[src/rtl/vga_pattern_pkg.sv]
// Shared types and default 640x480@60 timing for the VGA test-pattern generator.
package vga_pattern_pkg;

    typedef enum logic [1:0] {
        MODE_SCROLL = 2'd0,
        MODE_BARS   = 2'd1,
        MODE_CHECK  = 2'd2,
        MODE_GRAD   = 2'd3
    } mode_e;

    localparam int unsigned DEF_H_ACTIVE = 640;
    localparam int unsigned DEF_H_FP     = 16;
    localparam int unsigned DEF_H_SYNC   = 96;
    localparam int unsigned DEF_H_BP     = 48;
    localparam int unsigned DEF_V_ACTIVE = 480;
    localparam int unsigned DEF_V_FP     = 10;
    localparam int unsigned DEF_V_SYNC   = 2;
    localparam int unsigned DEF_V_BP     = 33;

    // Total clocks per line, or total lines per frame.
    function automatic int unsigned timing_total(input int unsigned active, input int unsigned fp,
                                                 input int unsigned sync, input int unsigned bp);
        return active + fp + sync + bp;
    endfunction

    // Counter width able to hold 0..total-1.
    function automatic int unsigned count_width(input int unsigned total);
        return (total > 1) ? $clog2(total) : 1;
    endfunction

endpackage

[src/rtl/vga_pattern_gen_if.sv]
// Control inputs and video outputs of the pattern generator; master = generator, slave = sink.
interface vga_pattern_gen_if #(
    parameter int unsigned COLOR_BITS = 2,
    parameter int unsigned FRAME_BITS = 10
);
    logic [1:0]            mode_i;
    logic [2:0]            speed_i;
    logic                  pause_i;
    logic                  hsync_o;
    logic                  vsync_o;
    logic                  de_o;
    logic [COLOR_BITS-1:0] r_o;
    logic [COLOR_BITS-1:0] g_o;
    logic [COLOR_BITS-1:0] b_o;
    logic                  frame_o;
    logic [FRAME_BITS-1:0] frame_cnt_o;

    modport master (
        input  mode_i, speed_i, pause_i,
        output hsync_o, vsync_o, de_o, r_o, g_o, b_o, frame_o, frame_cnt_o
    );

    modport slave (
        output mode_i, speed_i, pause_i,
        input  hsync_o, vsync_o, de_o, r_o, g_o, b_o, frame_o, frame_cnt_o
    );
endinterface

[src/rtl/vga_timing.sv]
// Horizontal/vertical raster counters with raw sync, active and frame strobes.
module vga_timing
    import vga_pattern_pkg::*;
#(
    parameter int unsigned H_ACTIVE = DEF_H_ACTIVE,
    parameter int unsigned H_FP     = DEF_H_FP,
    parameter int unsigned H_SYNC   = DEF_H_SYNC,
    parameter int unsigned H_BP     = DEF_H_BP,
    parameter int unsigned V_ACTIVE = DEF_V_ACTIVE,
    parameter int unsigned V_FP     = DEF_V_FP,
    parameter int unsigned V_SYNC   = DEF_V_SYNC,
    parameter int unsigned V_BP     = DEF_V_BP,
    parameter int unsigned HW       = 10,
    parameter int unsigned VW       = 10
) (
    input  logic          clk,
    input  logic          rst_n,
    output logic [HW-1:0] h,
    output logic [VW-1:0] v,
    output logic          hsync_c,
    output logic          vsync_c,
    output logic          active_c,
    output logic          line_end_c,
    output logic          frame_upd_c,
    output logic          frame_start_c
);
    localparam int unsigned H_TOTAL = timing_total(H_ACTIVE, H_FP, H_SYNC, H_BP);
    localparam int unsigned V_TOTAL = timing_total(V_ACTIVE, V_FP, V_SYNC, V_BP);

    logic frame_end_c;

    always_comb begin
        line_end_c    = (32'(h) == H_TOTAL - 1);
        frame_end_c   = (32'(v) == V_TOTAL - 1);
        hsync_c       = (32'(h) >= H_ACTIVE + H_FP) && (32'(h) < H_ACTIVE + H_FP + H_SYNC);
        vsync_c       = (32'(v) >= V_ACTIVE + V_FP) && (32'(v) < V_ACTIVE + V_FP + V_SYNC);
        active_c      = (32'(h) < H_ACTIVE) && (32'(v) < V_ACTIVE);
        frame_upd_c   = line_end_c && (32'(v) == V_ACTIVE - 1);
        frame_start_c = (h == '0) && (v == '0);
    end

    // Raster position: h wraps every line, v advances on line end.
    always_ff @(posedge clk or negedge rst_n) begin
        if (!rst_n) begin
            h <= '0;
            v <= '0;
        end else if (line_end_c) begin
            h <= '0;
            v <= frame_end_c ? '0 : v + VW'(1);
        end else begin
            h <= h + HW'(1);
        end
    end

endmodule

[src/rtl/vga_pattern_gen.sv]
// VGA test-pattern generator: scroll, bars, checker and gradient with frame-synchronous controls.
// Optional build macro VGA_PATTERN_BORDER_EN forces a 1-pixel white border around the active area.
module vga_pattern_gen
    import vga_pattern_pkg::*;
#(
    parameter int unsigned H_ACTIVE   = DEF_H_ACTIVE,
    parameter int unsigned H_FP       = DEF_H_FP,
    parameter int unsigned H_SYNC     = DEF_H_SYNC,
    parameter int unsigned H_BP       = DEF_H_BP,
    parameter int unsigned V_ACTIVE   = DEF_V_ACTIVE,
    parameter int unsigned V_FP       = DEF_V_FP,
    parameter int unsigned V_SYNC     = DEF_V_SYNC,
    parameter int unsigned V_BP       = DEF_V_BP,
    parameter int unsigned SYNC_NEG   = 1,
    parameter int unsigned COLOR_BITS = 2,
    parameter int unsigned FRAME_BITS = 10,
    parameter int unsigned CHK_SHIFT  = 5
) (
    input logic               clk,
    input logic               rst_n,
    vga_pattern_gen_if.master vif
);
    localparam int unsigned H_TOTAL = timing_total(H_ACTIVE, H_FP, H_SYNC, H_BP);
    localparam int unsigned V_TOTAL = timing_total(V_ACTIVE, V_FP, V_SYNC, V_BP);
    localparam int unsigned HW      = count_width(H_TOTAL);
    localparam int unsigned VW      = count_width(V_TOTAL);
    localparam int unsigned BAR_W   = H_ACTIVE / 8;
    localparam int unsigned BPW     = count_width(BAR_W + 1);
    localparam logic        SYNC_IDLE = 1'(SYNC_NEG);

    logic [HW-1:0]         h;
    logic [VW-1:0]         v;
    logic                  hsync_c;
    logic                  vsync_c;
    logic                  active_c;
    logic                  line_end_c;
    logic                  frame_upd_c;
    logic                  frame_start_c;

    logic [FRAME_BITS-1:0] frame_cnt_q;
    mode_e                 mode_q;
    logic [2:0]            speed_q;
    logic [2:0]            bar_idx_q;
    logic [BPW-1:0]        bar_pix_q;

    logic [9:0]            scroll_off_c;
    logic [2:0]            stripe_c;
    logic                  chk_c;
    logic [COLOR_BITS-1:0] pix_r_c;
    logic [COLOR_BITS-1:0] pix_g_c;
    logic [COLOR_BITS-1:0] pix_b_c;

    vga_timing #(
        .H_ACTIVE (H_ACTIVE), .H_FP (H_FP), .H_SYNC (H_SYNC), .H_BP (H_BP),
        .V_ACTIVE (V_ACTIVE), .V_FP (V_FP), .V_SYNC (V_SYNC), .V_BP (V_BP),
        .HW       (HW),       .VW   (VW)
    ) u_timing (
        .clk           (clk),
        .rst_n         (rst_n),
        .h             (h),
        .v             (v),
        .hsync_c       (hsync_c),
        .vsync_c       (vsync_c),
        .active_c      (active_c),
        .line_end_c    (line_end_c),
        .frame_upd_c   (frame_upd_c),
        .frame_start_c (frame_start_c)
    );

    // Controls only change after the last visible line so a frame is never torn.
    always_ff @(posedge clk or negedge rst_n) begin
        if (!rst_n) begin
            frame_cnt_q <= '0;
            mode_q      <= MODE_SCROLL;
            speed_q     <= '0;
        end else if (frame_upd_c) begin
            if (!vif.pause_i) begin
                frame_cnt_q <= frame_cnt_q + FRAME_BITS'(1);
            end
            mode_q  <= mode_e'(vif.mode_i);
            speed_q <= vif.speed_i;
        end
    end

    // Bar index tracks h via a pixel sub-counter, saturating on the last bar.
    always_ff @(posedge clk or negedge rst_n) begin
        if (!rst_n) begin
            bar_idx_q <= '0;
            bar_pix_q <= '0;
        end else if (line_end_c) begin
            bar_idx_q <= '0;
            bar_pix_q <= '0;
        end else if (32'(bar_pix_q) == BAR_W - 1) begin
            bar_pix_q <= '0;
            if (bar_idx_q != 3'd7) begin
                bar_idx_q <= bar_idx_q + 3'd1;
            end
        end else begin
            bar_pix_q <= bar_pix_q + BPW'(1);
        end
    end

    assign scroll_off_c = 10'(32'(frame_cnt_q) * 32'(speed_q));
    assign stripe_c     = 3'((10'(h) - scroll_off_c) >> 5);
    assign chk_c        = 1'(32'(h) >> CHK_SHIFT) ^ 1'(32'(v) >> CHK_SHIFT);

    always_comb begin
        pix_r_c = '0;
        pix_g_c = '0;
        pix_b_c = '0;
        if (active_c) begin
            case (mode_q)
                MODE_SCROLL: begin
                    pix_r_c = {COLOR_BITS{stripe_c[0]}};
                    pix_g_c = {COLOR_BITS{stripe_c[1]}};
                    pix_b_c = {COLOR_BITS{stripe_c[2]}};
                end
                MODE_BARS: begin
                    pix_r_c = {COLOR_BITS{bar_idx_q[0]}};
                    pix_g_c = {COLOR_BITS{bar_idx_q[1]}};
                    pix_b_c = {COLOR_BITS{bar_idx_q[2]}};
                end
                MODE_CHECK: begin
                    pix_r_c = {COLOR_BITS{chk_c}};
                    pix_g_c = {COLOR_BITS{chk_c}};
                    pix_b_c = {COLOR_BITS{chk_c}};
                end
                MODE_GRAD: begin
                    pix_r_c = COLOR_BITS'(32'(h) >> (8 - COLOR_BITS));
                    pix_g_c = COLOR_BITS'(32'(v) >> (8 - COLOR_BITS));
                    pix_b_c = COLOR_BITS'(32'(frame_cnt_q) >> (8 - COLOR_BITS));
                end
                default: ;
            endcase
`ifdef VGA_PATTERN_BORDER_EN
            if ((h == '0) || (32'(h) == H_ACTIVE - 1) || (v == '0) || (32'(v) == V_ACTIVE - 1)) begin
                pix_r_c = '1;
                pix_g_c = '1;
                pix_b_c = '1;
            end
`else
`endif
        end
    end

    // Single output register stage keeps sync, de, rgb and frame_o aligned.
    always_ff @(posedge clk or negedge rst_n) begin
        if (!rst_n) begin
            vif.hsync_o <= SYNC_IDLE;
            vif.vsync_o <= SYNC_IDLE;
            vif.de_o    <= 1'b0;
            vif.r_o     <= '0;
            vif.g_o     <= '0;
            vif.b_o     <= '0;
            vif.frame_o <= 1'b0;
        end else begin
            vif.hsync_o <= hsync_c ^ SYNC_IDLE;
            vif.vsync_o <= vsync_c ^ SYNC_IDLE;
            vif.de_o    <= active_c;
            vif.r_o     <= pix_r_c;
            vif.g_o     <= pix_g_c;
            vif.b_o     <= pix_b_c;
            vif.frame_o <= frame_start_c;
        end
    end

    assign vif.frame_cnt_o = frame_cnt_q;

endmodule
[src/flat_wrapper.sv]
// flat-port wrapper written by rule: the top's interface ports become plain ports
module vga_pattern_gen_flat import vga_pattern_pkg::*;
#(
    parameter int unsigned H_ACTIVE   = DEF_H_ACTIVE,
    parameter int unsigned H_FP       = DEF_H_FP,
    parameter int unsigned H_SYNC     = DEF_H_SYNC,
    parameter int unsigned H_BP       = DEF_H_BP,
    parameter int unsigned V_ACTIVE   = DEF_V_ACTIVE,
    parameter int unsigned V_FP       = DEF_V_FP,
    parameter int unsigned V_SYNC     = DEF_V_SYNC,
    parameter int unsigned V_BP       = DEF_V_BP,
    parameter int unsigned SYNC_NEG   = 1,
    parameter int unsigned COLOR_BITS = 2,
    parameter int unsigned FRAME_BITS = 10,
    parameter int unsigned CHK_SHIFT  = 5
)
  (clk, rst_n, vif_mode_i, vif_speed_i, vif_pause_i, vif_hsync_o, vif_vsync_o, vif_de_o, vif_r_o, vif_g_o, vif_b_o, vif_frame_o, vif_frame_cnt_o);
  vga_pattern_gen_if #(.COLOR_BITS(COLOR_BITS), .FRAME_BITS(FRAME_BITS)) vif_i ();
  input logic clk;
  input logic rst_n;
  input wire logic [$bits(vif_i.mode_i)-1:0] vif_mode_i;
  input wire logic [$bits(vif_i.speed_i)-1:0] vif_speed_i;
  input wire logic [$bits(vif_i.pause_i)-1:0] vif_pause_i;
  output wire logic [$bits(vif_i.hsync_o)-1:0] vif_hsync_o;
  output wire logic [$bits(vif_i.vsync_o)-1:0] vif_vsync_o;
  output wire logic [$bits(vif_i.de_o)-1:0] vif_de_o;
  output wire logic [$bits(vif_i.r_o)-1:0] vif_r_o;
  output wire logic [$bits(vif_i.g_o)-1:0] vif_g_o;
  output wire logic [$bits(vif_i.b_o)-1:0] vif_b_o;
  output wire logic [$bits(vif_i.frame_o)-1:0] vif_frame_o;
  output wire logic [$bits(vif_i.frame_cnt_o)-1:0] vif_frame_cnt_o;
  assign vif_i.mode_i = vif_mode_i;
  assign vif_i.speed_i = vif_speed_i;
  assign vif_i.pause_i = vif_pause_i;
  assign vif_hsync_o = vif_i.hsync_o;
  assign vif_vsync_o = vif_i.vsync_o;
  assign vif_de_o = vif_i.de_o;
  assign vif_r_o = vif_i.r_o;
  assign vif_g_o = vif_i.g_o;
  assign vif_b_o = vif_i.b_o;
  assign vif_frame_o = vif_i.frame_o;
  assign vif_frame_cnt_o = vif_i.frame_cnt_o;
  vga_pattern_gen #(.H_ACTIVE(H_ACTIVE), .H_FP(H_FP), .H_SYNC(H_SYNC), .H_BP(H_BP), .V_ACTIVE(V_ACTIVE), .V_FP(V_FP), .V_SYNC(V_SYNC), .V_BP(V_BP), .SYNC_NEG(SYNC_NEG), .COLOR_BITS(COLOR_BITS), .FRAME_BITS(FRAME_BITS), .CHK_SHIFT(CHK_SHIFT)) u_core (.clk(clk), .rst_n(rst_n), .vif(vif_i));
endmodule
[config.mk]
export PLATFORM = sky130hd
export DESIGN_NAME = vga_pattern_gen_flat
export DESIGN_NICKNAME = d
export VERILOG_FILES = /design/src/rtl/vga_pattern_pkg.sv /design/src/rtl/vga_pattern_gen_if.sv /design/src/rtl/vga_timing.sv /design/src/rtl/vga_pattern_gen.sv /design/src/flat_wrapper.sv
export SDC_FILE = /design/constraint.sdc
export NUM_CORES = 1
export LEC_CHECK = 0
export CAP_MARGIN = 20
export CORE_MARGIN = 4
export CORE_UTILIZATION = 50
export CTS_BUF_LIST = sky130_fd_sc_hd__clkbuf_4
export DETAILED_ROUTE_END_ITERATION = 12
export PLACE_DENSITY = 0.7
export SLEW_MARGIN = 20
export SYNTH_ARGS = -nofsm -noshare
export SYNTH_HDL_FRONTEND = slang
export SYNTH_HIERARCHICAL = 1
export SYNTH_SLANG_ARGS = --single-unit
[constraint.sdc]
create_clock -name clk -period 4.25 [get_ports clk]
set_input_delay 0.85 -clock clk [delete_from_list [all_inputs] [get_ports clk]]
set_output_delay 0.85 -clock clk [all_outputs]
set_load 0.02 [all_outputs]
* Yosys cells after proc, flatten, opt, wreduce, memory -nomap -nowiden *
Index checks and enable logic that the tools add are counted.

operators by class
  $add $sub $neg = 6
  multipliers = 1
  magnitude comparators = 6
  eq/ne operators = 8
  multiplexer cells = 13
  bitwise operators = 4
  reductions and logical operators = 12

operators by type and width
  cell                   count
  $add 10x1->10 const B  3
  $pmux 2 s4             3
  $eq 10x10->1 const B   2
  $logic_not 10->1       2
  $lt 10x10->1 const B   2
  $lt 10x9->1 const B    2
  $mux 10                2
  $mux 7                 2
  $eq 10x9->1 const B    1
  $ge 10x10->1 const B   1
  $ge 10x9->1 const B    1
  $mul 10x3->8           1
  $mux 3                 3
  $sub 8x8->8            1
  $add 7x1->7 const B    1
  $eq 7x7->1 const B     1
  $mux 2                 3
  $logic_and 1x1->1      5
  $eq 2x2->1 const B     2
  $reduce_and 2->1       2
  $reduce_bool 2->1      2
  $add 3x1->3 const B    1
  $ne 3x3->1 const B     1
  $not 1->1              3
  other kinds (3)        3

storage, ports and cells
  register bits after elaboration = 55
  input port bits = 8
  output and inout port bits = 20
  logic and storage cells = 64

* Logic depth before layout (Yosys ltp) *
Gate-level depths: netlist of the first run.

  depth in word-level cells = 4
  mapped depth = 12
  mapped depth without buffers = 11

* Hierarchy *
Netlist of the first run, hierarchy kept.

by module, submodules not included
  module           instances  cells each  area an instance (um^2)  sequential area each (um^2)
  vga_pattern_gen  1          210         2150.8                   878.3
  vga_timing       1          115         1168.6                   500.5

* Least setup slack after synthesis of the first run *
OpenSTA, ideal clock, no wires.

  kind = flip-flop to flip-flop
  start = reg u_core.frame_cnt_q[2], in the netlist u_core/vif.frame_cnt_o[2]
  end = reg u_core.vif.g_o[0]
  setup time = 127 ps
  data arrival time = 2990 ps
  data required time = 4123 ps
  path slack = 1134 ps
  cell stages (with the launch flop) = 13
  path buffers = 1
  clock period less this slack = 3116 ps
  cells stage by stage = dfrtp_1 clkbuf_1 nand2_1 fa_1 inv_1 fa_1 inv_1 ha_1 a21oi_1 nand3_1 o21ai_1 mux2i_1 nor3_1

on the way
  longest elaborated chain between the ends = 4

RTL lines
  what                         RTL line                  RTL
  from (decl)                  vga_pattern_gen.sv:40     logic [FRAME_BITS-1:0] frame_cnt_q;
  from (signal assigned)       vga_pattern_gen.sv:78     frame_cnt_q <= frame_cnt_q + FRAME_BITS'(1);
  $mul 10x3->8                 vga_pattern_gen.sv:103    assign scroll_off_c = 10'(32'(frame_cnt_q) * 32'(speed_q));
  $sub 8x8->8                  vga_pattern_gen.sv:104    assign stripe_c = 3'((10'(h) - scroll_off_c) >> 5);
  $pmux 2 s4                   vga_pattern_gen.sv:112    case (mode_q)
  $mux 2                       vga_pattern_gen.sv:111    if (active_c) begin
  named net u_core.pix_g_c[0]  vga_pattern_gen.sv:50     logic [COLOR_BITS-1:0] pix_g_c;
  to (signal assigned)         vga_pattern_gen.sv:161    vif.g_o <= pix_g_c;
  to (decl)                    vga_pattern_gen_if.sv:20  output hsync_o, vsync_o, de_o, r_o, g_o, b_o, frame_o, frame_cnt_o

The timed path passes the listed nets, and every way through them passes these cells.
A chain may end at the register's enable or synchronous reset.

* Worst setup path after layout of the first run *
  start = reg u_core.frame_cnt_q[2], in the netlist u_core/vif.frame_cnt_o[2]
  end = reg u_core.vif.b_o[1]

on the way
  longest elaborated chain between the ends = 4

RTL lines
  what                         RTL line                  RTL
  $mul 10x3->8                 vga_pattern_gen.sv:103
  $sub 8x8->8                  vga_pattern_gen.sv:104
  $pmux 2 s4                   vga_pattern_gen.sv:112
  $mux 2                       vga_pattern_gen.sv:111
  named net u_core.pix_b_c[1]  vga_pattern_gen.sv:51     logic [COLOR_BITS-1:0] pix_b_c;
  to (signal assigned)         vga_pattern_gen.sv:162    vif.b_o <= pix_b_c;
  to (decl)                    vga_pattern_gen_if.sv:20

The timed path passes the listed nets, and every way through them passes these cells.

==> results by group, run 1 <==
Place
  – GPL Wtd Cong: 0.7917
  – DP Area: 3617 µm²
  – Placed cells: 422
  – Count of buffers from port buffering: 27
  – DPL Wire Length: 4859 µm

STA
  – Worst-Margin Slew: 0.7607 ns
  – Fin Setup TNS: 0 ns
  – Unrepaired setup endpoints after global routing: false
  – Fin. Hold Viols: 0
  – Slew headroom: 49.29%
  – Minimum clock period: 3.148 ns
  – Fmax: 317.7 MHz
  – # setup viols final: 0
  – Hold slack: 0.4720 ns
  – Post-route clock period utilization: 74.07%
  – Setup Skew: 0.02140 ns
  – Final Max Slew Viols: 0

Global route
  – First-pass GRT wire length: 10870 µm
  – GR Overflow Total: 0
  – Vias in the first global route: 2260
  – Pin count of the biggest net entering global routing: 35
  – Initial antenna violation count: 0
  – Overall routing resource usage: 17.53%

Routing
  – Vias per cell: 5.449
  – # DRC: 0
  – Post-route ant nets: 0
  – Via count: 2343
  – Total iterations of the first detailed-routing run: 4
  – DR iter-0 viols: 122
  – Total Wirelength: 6400 µm
  – Drt wl/cell: 14.88 µm

Worst setup path
  – WP data required: 4.54 ns
  – CP Capture Type: register
  – CP max FO: 8
  – CP Class: reg -> reg
  – CP arrival: 3.44 ns
  – Startpoint types: register

Synth
  – Synth Flop Type: dfrtp_1
  – Ys Warns: 6
  – Synth Register Bits: 55
  – Seq/Total Area, Yosys: 41.54%
  – Avg Inst Size Synth: 10.21 µm²
  – Syn_nets: 359
  – Distinct cells, synth: 54
  – Post-synth EDFFs: 0
  – Post-Synthesis Cells: 325
  – Synth async-reset ratio: 100.0%
  – Mapped cell area: 3319 µm²

Cells and area
  – Final instance area: 3679 µm²
  – Share of cells above drive strength 1: 8.499%
  – Area Growth Syn to Fin: 10.82%
  – Antenna cells: 0
  – Non-filler cells, final: 430
  – Nets@finish: 386

Die
  – Die height: 89.48 µm
  – Starting Density: 51.98%
  – Top Ports: 28
  – Full die area: 8007 µm²
  – Core area: 6386 µm²
  – Chip width: 89.48 µm
  – Row count: 29

Clock tree
  – Post-CTS Resized: 0
  – Worst-Skew Late Latency: 0.38 ns
  – Hold Buf Count CTS: 0
  – Postcts setup bufs: 0
  – CTS root buffer: clkbuf_4
  – CTS tree: done
  – H-tree Lvls: 2
  – Num CTS Buffers: 5
  – Clock sinks: 55
  – Clock transition at path regs: 0.17 ns
  – Clock buffer depth: 2

Power and ir drop
  – Leakage: 1.658 nW
  – Pwr dens: 211.7 nW/µm²
  – Total Power: 0.7786 mW
  – Peak supply drop: 0.1348 mV

Worst hold path
  – Hold Path Class: reg -> reg

Run status
  – Run status: completed

Run
  – Max Cap Viol: 0
[synth_stat cells, types with 2 or more instances]
cell type	count	area share, %
nand3_1	20	3.0
mux2_1	4	1.4
nand2_1	25	2.8
and2_1	12	2.3
fa_1	9	5.4
clkbuf_1	2	0.23
xor2_1	15	4.0
nand2b_1	4	0.75
a41oi_1	2	0.53
a211oi_1	4	0.90
o31ai_1	3	0.68
dfstp_2	2	1.6
buf_6	5	1.7
mux2i_1	3	0.90
o21ai_0	14	2.1
inv_1	27	3.1
ha_1	17	6.4
and3_2	4	0.90
a21oi_1	10	1.5
mux2_2	2	0.68
nand4_1	7	1.3
xnor2_1	16	4.2
and3_1	2	0.38
and4_1	2	0.53
dfrtp_1	53	40
nor2_1	20	2.3
nor4_1	6	1.1
nor2b_1	3	0.57
nor3_1	7	1.1
[flip-flops by register name (all words and copies together) (netlist names)]
name,count
u_core/bar_idx_q,3
u_core/bar_pix_q,7
u_core/mode_q,2
u_core/speed_q,3
u_core/u_timing/h,10
u_core/u_timing/v,10
u_core/vif.b_o,2
u_core/vif.de_o,1
u_core/vif.frame_cnt_o,10
u_core/vif.frame_o,1
u_core/vif.g_o,2
u_core/vif.hsync_o,1
u_core/vif.r_o,2
u_core/vif.vsync_o,1
[worst paths after layout]
check | slack (ns) | depth (start not counted) | endpoint | start
setup / recovery | 1.10 | 11 | u_core/vif.b_o[1] | u_core/vif.frame_cnt_o[2]
hold / removal | 0.47 | 1 | u_core/bar_pix_q[0] | u_core/bar_pix_q[0]
min in group asynchronous | 0.53 | 1 | u_core/u_timing/h[6] | rst_n
setup reg to reg | 1.10 | 11 | u_core/vif.b_o[1] | u_core/vif.frame_cnt_o[2]
max in group asynchronous | 2.95 | 2 | u_core/mode_q[1] | rst_n
hold reg to reg | 0.47 | 1 | u_core/bar_pix_q[0] | u_core/bar_pix_q[0]
[power breakdown]
group	internal [mW]	switching, mW	total [mW]
sequential	0.524	0	0.524
combinational	0.00574	0.0108	0.0166
clock	0.0738	0.165	0.238
total	0.603	0.175	0.779
[metal layers]
layer / GRT usage, % / vias to the layer above / wire length, µm
li1: - / 1170 / -
met1: 27.00 / 1130 / 3244
met2: 25.18 / 35 / 2879
met3: 3.041 / 8 / 192
met4: 5.142 / 0 / 85
met5: 0 / - / 0
[cell families after synthesis]
| group | after synthesis | synth area share, % |
|---|---|---|
| and+or+nand+nor | 125 | 21.26 |
| DFF | 55 | 41.54 |
| AOI/OAI and AO/OA | 41 | 7.991 |
| buffers and inverters | 37 | 5.578 |
| xor gates and xnor gates | 32 | 8.858 |
| adders and majority gates | 26 | 11.84 |
| muxes | 9 | 2.940 |
[through the flow]
step | setup WS (ns) | util [%]
detailed placement | 1.112 | 56.64
global placement | 1.167 | 56.64
global route | 0.8746 | 57.60
finish | 1.102 | 57.60
floorplan | 1.134 | -
CTS | 1.097 | 57.60
[placed cells by master (no fill, tap or decap), types with 2 or more instances in the layout]
master	instances
dfrtp_1	53
inv_1	27
clkdlybuf4s50_1	26
nand2_1	25
nor2_1	20
nand3_1	20
ha_1	17
xnor2_1	16
xor2_1	15
o21ai_0	14
and2_1	12
a21oi_1	10
fa_1	9
nand4_1	7
nor3_1	7
clkbuf_4	6
nor4_1	6
nand2b_1	4
a211oi_1	4
mux2_1	4
and3_2	4
mux2i_1	3
o31ai_1	3
nor2b_1	3
and4_1	2
a41oi_1	2
and3_1	2
mux2_2	2
buf_4	2
dfstp_2	2
[layout make-up]
| class | count | area [µm²] |
|---|---|---|
| fill | 564 | 2708 |
| multi-input combinational | 233 | 1755 |
| clock buffer | 6 | 45.04 |
| inverter | 28 | 106.4 |
| timing repair buffer | 29 | 280.3 |
| clock inverter | 2 | 16.27 |
| sequential | 55 | 1379 |
| tap | 77 | 96.34 |
[critical path, stage by stage (launching register included)]
cell	delay (ns)
dfrtp_1	0.52
nand2_1	0.13
fa_1	0.55
inv_1	0.05
fa_1	0.50
inv_1	0.04
ha_1	0.34
a21oi_1	0.12
a41oi_1	0.25
o221ai_2	0.14
xnor2_1	0.15
a211oi_1	0.28
(Power assumes the default switching activity.)
==> run 2: changes to the inputs <==
Settings changed: PLACE_DENSITY 0.7 to 0.73.
Clock period 4.25 ns to 2.84 ns, I/O delays scaled along.
==> run 2 against run 1 <==
  * The flow now finishes with violations (negative setup slack)
  * Clock-buffer cell count unchanged
  * First-iteration DRC count is 48% lower
  * Routed wire length increased by 6.8%
  * Critical endpoint is now u_core/vif.b_o[0]
  * Fmax grew 11%
  * Largest cell class unchanged
  * Via count is 7.9% higher
  * Register-to-register slack worse by 1.1 ns
  * Largest power group unchanged
  * Sequential cell count stayed put
  * Final cell count increased by 4.4%
  * Critical path depth is 1 higher
  * Die area unchanged
==> results by group, run 2 (synthesis results as in run 1) <==
Worst setup path
  – CP Buf/Inv Count: 3 (+1)
  – FF-to-FF path depth: 12 (+1)
  – Max incr delay on CP: 0.51 ns (-0.04 ns)
  – R2r endpoint: u_core/vif.b_o[0]
  – Startpoint types: register
  – WP data required: 3.12 ns (-1.42 ns)
  – CP max FO: 5 (-3)
  – CP arrival: 3.13 ns (-0.31 ns)
  – Cell Chain, Critical Path: buf_6, nand2_4, fa_1, inv_2, fa_1, inv_2, ha_4, nand3_4, a41oi_2, o221ai_2, xnor2_1, a211oi_1
  – Top delay family on crit path: adder cells
  – Slowest CP cell: fa_1
  – CP Class: reg -> reg
  – RR Startpoint: u_core/speed_q[0]
  – Worst reg-to-reg setup slack: -0.004 ns (-1.11 ns)
  – CP Capture Type: register

Cells and area
  – Area Growth Syn to Fin: 20.09%
  – Most frequent cells in the layout: dfrtp_1 (46), clkdlybuf4s50_1 (26), inv_1 (24)
  – Nets@finish: 405 (+4.9%)
  – Fin util: 62.42% (+4.8 points)
  – Fill cells: 524 (-7.1%)
  – Share of cells above drive strength 1: 20.43% (+12 points)
  – Antenna cells: 0 (unchanged)
  – Final instance area: 3986 µm² (+8.4%)
  – Most common cell after layout, fill and taps aside: dfrtp_1

Worst hold path
  – Hold Path Class: in -> async

Routing
  – DR iter-0 viols: 63 (-48%)
  – Post-route ant nets: 0 (unchanged)
  – Via count: 2527 (+7.9%)
  – Total Wirelength: 6832 µm (+6.8%)
  – # DRC: 0 (unchanged)
  – Drt wl/cell: 15.22 µm (+2.2%)
  – Total iterations of the first detailed-routing run: 5 (+1)
  – Vias per cell: 5.628 (+3.3%)

Die
  – Top Ports: 28 (unchanged)
  – Row count: 29 (unchanged)
  – Starting Density: 51.98% (unchanged)
  – Chip width: 89.48 µm (unchanged)
  – Full die area: 8007 µm² (unchanged)
  – Core area: 6386 µm² (unchanged)
  – Die height: 89.48 µm (unchanged)

Global route
  – Pin count of the biggest net entering global routing: 40 (+14%)
  – Vias in the first global route: 2398 (+6.1%)
  – Initial antenna violation count: 0 (unchanged)
  – First-pass GRT wire length: 11230 µm (+3.4%)
  – GR Overflow Total: 0 (unchanged)
  – Overall routing resource usage: 18.06% (+0.53 points)

STA
  – Fmax: 351.6 MHz (+11%)
  – Worst setup margin: -0.004192 ns (-1.106 ns)
  – Fin. Hold Viols: 0 (unchanged)
  – # setup viols final: 1 (+1)
  – Unrepaired setup endpoints after global routing: true
  – Minimum clock period: 2.844 ns (-0.3038 ns)
  – Hold slack: 0.2885 ns (-0.1835 ns)
  – Post-route clock period utilization: 100.1% (+26 points)
  – Final Max Slew Viols: 0 (unchanged)
  – Fin Setup TNS: -0.004192 ns (-0.004192 ns)
  – Slew headroom: 42.75% (-6.5 points)
  – Setup Skew: 0.01972 ns (-0.001681 ns)
  – Worst-Margin Slew: 0.8587 ns (+0.09808 ns)

Run status
  – Failing checks: negative setup slack
  – Run status: complete, but fails checks

Power and ir drop
  – Clock power frac: 39.7% (+9.1 points)
  – Leakage: 1.788 nW (+7.9%)
  – Pwr dens: 336.5 nW/µm² (+59%)
  – Power share of the combinational group: 1.9% (-0.2 points)
  – Peak supply drop: 0.2027 mV (+50%)
  – NetSw: 0.2644 mW (+51%)
  – Switching Share: 19.72% (-2.8 points)
  – Sequential power share: 58.4% (-8.9 points)
  – Pint: 1.077 mW (+79%)

Clock tree
  – CTS tree: done
  – Clock buffer depth: 2 (unchanged)
  – Hold Buf Count CTS: 0 (unchanged)
  – Worst-Skew Late Latency: 0.37 ns (about the same)
  – Clock transition at path regs: 0.17 ns (about the same)
  – Num CTS Buffers: 5 (unchanged)
  – H-tree Lvls: 2 (unchanged)
  – CTS root buffer: clkbuf_4
  – Clock sinks: 55 (unchanged)

Place
  – DPL Wire Length: 5094 µm (+4.8%)
  – GPL Wtd Cong: 0.8036 (+1.5%)
  – DP Area: 3777 µm² (+4.4%)
  – Count of buffers from port buffering: 27 (unchanged)

Run
  – Max Cap Viol: 0 (unchanged)
[run 2: timing repair]
item	CTS	global route
gates resized for setup	5	18
setup buffers	1	2
pin swaps	7	20
endpoints found under the setup margin	5	6
[run 2: area by class of cell]
cell class / count / area (µm²) / area share (%)
clock buffer: 6 / 45.04 / 1.130
clock inverter: 2 / 60.06 / 1.507
inverter: 28 / 106.4 / 2.668
multi-input combinational: 233 / 1864 / 46.77
sequential: 55 / 1388 / 34.81
tap: 77 / 96.34 / 2.417
timing repair buffer: 48 / 426.7 / 10.70
[run 2: worst max path at each step]
stage / from / end / cells after the start / slack (ns)
floorplan: u_core/vif.frame_cnt_o[2] / u_core/vif.b_o[0] / 12 / 0.001
global placement: u_core/speed_q[2] / u_core/vif.b_o[0] / 11 / 0.04
detailed placement: u_core/speed_q[1] / u_core/vif.b_o[1] / 11 / 0.0005
CTS: u_core/speed_q[0] / u_core/vif.g_o[1] / 11 / -0.02
global route: u_core/speed_q[0] / u_core/vif.r_o[1] / 12 / -0.12
finish: u_core/speed_q[0] / u_core/vif.b_o[0] / 12 / -0.004
[run 2: power by group through the flow]
stage	sequential [mW]	clock, mW	combinational [mW]
finish	0.784	0.533	0.0250
floorplan	0.798	0	0.0000674
CTS	0.784	0.548	0.0265
global route	0.784	0.574	0.0289
global placement	0.798	0	0.0265
detailed placement	0.798	0	0.0264
[run 2: stage by stage]
| step | setup slack, ns | cells | total power [mW] |
|---|---|---|---|
| 2_1_floorplan | 0.001049 | 325 | 0.7982 |
| 3_3_place_gp | 0.04475 | 438 | 0.8244 |
| 3_5_place_dp | 0.0005334 | 438 | 0.8244 |
| 4_1_cts | -0.01884 | 447 | 1.359 |
| 5_1_grt | -0.1162 | 449 | 1.387 |
| 6_report | -0.004192 | 449 | 1.341 |
[run 2: metal layers]
layer  GRT usage [%]  part of all wire, %  wire length (µm)  vias to the layer above
met5               0                    0                 0                        -
met4           4.465                 0.95                65                        0
met3           3.041                  3.4               234                       14
met2           27.73                   48              3273                       59
met1           26.73                   48              3259                     1242
li1                -                    -                 -                     1212
==> run 3: changes to the inputs <==
Settings changed: TNS_END_PERCENT from default to 10.
==> run 3 against run 2 <==
  * The run still ends with negative setup slack left
  * Utilization increased by 0.078 points
  * Sequential power about the same
  * Critical endpoint is now u_core/vif.r_o[0]
  * Global-route usage barely moved
  * Sequential cell count unchanged
  * Final cell count stayed put
  * Clock power about the same
  * First-iteration DRC count up 44%
  * Critical path depth fell by 1
==> results by group, run 3 (synthesis results as in run 1) <==
Routing
  – Vias per cell: 5.552 (-1.3%)
  – Total Wirelength: 6827 µm (about the same)
  – Via count: 2493 (-1.3%)
  – # DRC: 0 (unchanged)
  – Post-route ant nets: 0 (unchanged)
  – Total iterations of the first detailed-routing run: 5 (unchanged)
  – Drt wl/cell: 15.20 µm (about the same)
  – DR iter-0 viols: 91 (+44%)

Power and ir drop
  – Pwr dens: 335.6 nW/µm² (-0.24%)
  – Peak supply drop: 0.2026 mV (about the same)
  – Leakage: 1.783 nW (-0.25%)

Die
  – Row count: 29 (unchanged)
  – Die height: 89.48 µm (unchanged)
  – Starting Density: 51.98% (unchanged)
  – Full die area: 8007 µm² (unchanged)
  – Core area: 6386 µm² (unchanged)
  – Chip width: 89.48 µm (unchanged)
  – Top Ports: 28 (unchanged)

Clock tree
  – Hold Buf Count CTS: 0 (unchanged)
  – CTS tree: done
  – Clock sinks: 55 (unchanged)
  – H-tree Lvls: 2 (unchanged)
  – CTS root buffer: clkbuf_4
  – Clock buffer depth: 2 (unchanged)
  – Clock transition at path regs: 0.17 ns (about the same)
  – Worst-Skew Late Latency: 0.37 ns (about the same)
  – Num CTS Buffers: 5 (unchanged)

Cells and area
  – Final instance area: 3991 µm² (+0.13%)
  – Fin util: 62.50% (+0.078 points)
  – Most common cell after layout, fill and taps aside: dfrtp_1
  – Non-filler cells, final: 449 (unchanged)
  – Nets@finish: 405 (unchanged)
  – Share of cells above drive strength 1: 19.89% (-0.54 points)
  – Most frequent cells in the layout: dfrtp_1 (47), clkdlybuf4s50_1 (26), inv_1 (26)
  – Area Growth Syn to Fin: 20.24%
  – Antenna cells: 0 (unchanged)

STA
  – Worst setup margin: -0.01138 ns (-0.007187 ns)
  – Fin Setup TNS: -0.01138 ns (-0.007187 ns)
  – Worst-Margin Slew: 0.8668 ns (+0.008039 ns)
  – # setup viols final: 1 (unchanged)
  – Final Max Slew Viols: 0 (unchanged)
  – Setup Skew: 0.01954 ns (-0.0001775 ns)
  – Fin. Hold Viols: 0 (unchanged)
  – Fmax: 350.7 MHz (-0.25%)
  – Post-route clock period utilization: 100.4% (+0.25 points)
  – Slew headroom: 42.21% (-0.54 points)
  – Minimum clock period: 2.851 ns (+0.007187 ns)
  – Unrepaired setup endpoints after global routing: true

Worst setup path
  – Cell Chain, Critical Path: nand2_2, fa_1, inv_1, fa_1, inv_2, ha_4, nand4_1, a21oi_2, nor2_2, xor2_1, a211oi_1
  – WP data required: 3.13 ns (about the same)
  – Top delay family on crit path: adder cells
  – Cell repeated most along the worst path: fa_1
  – Slowest CP cell: fa_1
  – CP max FO: 6 (+1)
  – CP arrival: 3.14 ns (about the same)
  – CP Capture Type: register
  – CP Buf/Inv Count: 2 (-1)
  – Startpoint types: register
  – Max incr delay on CP: 0.53 ns (+0.02 ns)
  – CP Class: reg -> reg

Run
  – Max Cap Viol: 0 (unchanged)

Global route
  – GR Overflow Total: 0 (unchanged)
  – Pin count of the biggest net entering global routing: 40 (unchanged)
  – First-pass GRT wire length: 11210 µm (-0.25%)
  – Initial antenna violation count: 0 (unchanged)
  – Overall routing resource usage: 18.04% (-0.019 points)
  – Vias in the first global route: 2381 (-0.71%)

Place
  – DPL Wire Length: 5094 µm (unchanged)
  – GPL Wtd Cong: 0.8036 (unchanged)
  – Placed cells: 438 (unchanged)
  – Count of buffers from port buffering: 27 (unchanged)
  – DP Area: 3777 µm² (unchanged)

Run status
  – Failing checks: negative setup slack
  – Run status: complete, but fails checks

Worst hold path
  – Hold Path Class: in -> async
==> run 3: path summary, 6_finish.rpt <==
check	start	to	slack, ns	cells past startpoint
min in group clk	u_core/bar_pix_q[0]	u_core/bar_pix_q[0]	0.47	1
min reg2reg	u_core/bar_pix_q[0]	u_core/bar_pix_q[0]	0.47	1
max	u_core/speed_q[2]	u_core/vif.r_o[0]	-0.01	11
max reg2reg	u_core/speed_q[2]	u_core/vif.r_o[0]	-0.01	11
max in group asynchronous	rst_n	u_core/vif.de_o	1.79	2
min	rst_n	u_core/speed_q[0]	0.29	1
==> run 3: routing by layer <==
| metal | wire [µm] | vias to the layer above | GRT usage, % |
|---|---|---|---|
| met5 | 0 | - | 0 |
| met4 | 76 | 0 | 4.465 |
| met3 | 214 | 10 | 3.041 |
| met2 | 3266 | 47 | 27.26 |
| met1 | 3269 | 1226 | 27.08 |
| li1 | - | 1210 | - |
==> run 3: what timing repair did <==
item | in CTS | in global routing
setup buffers | 0 | 3
resized for setup | 2 | 18
setup endpoints to repair | 5 | 6
pin swaps | 0 | 13
==> run 3: report_power, final <==
part | switching (mW) | total (mW) | internal (mW) | leakage [nW]
sequential | 0 | 0.784 | 0.784 | 0.707
clock | 0.246 | 0.531 | 0.285 | 0.0559
combinational | 0.0165 | 0.0251 | 0.00863 | 1.02
total | 0.263 | 1.34 | 1.08 | 1.78
==> run 3: area by class of cell <==
type	count	area, µm²
Fill cell	514	2395
Clock buffer	6	45.04
Sequential cell	55	1386
Tap cell	77	96.34
Multi-Input combinational cell	233	1874
Timing Repair Buffer	48	422.9
Clock inverter	2	60.06
Inverter	28	106.4
==> run 3: stage by stage <==
step,hold WS [ns],worst slack (ns),power [mW]
5_1_grt,0.3228,-0.1249,1.388
3_5_place_dp,0.4503,0.0005334,0.8244
2_1_floorplan,0.2724,0.001049,0.7982
3_3_place_gp,0.4450,0.04475,0.8244
6_report,0.2940,-0.01138,1.340
4_1_cts,0.3037,-0.02029,1.359
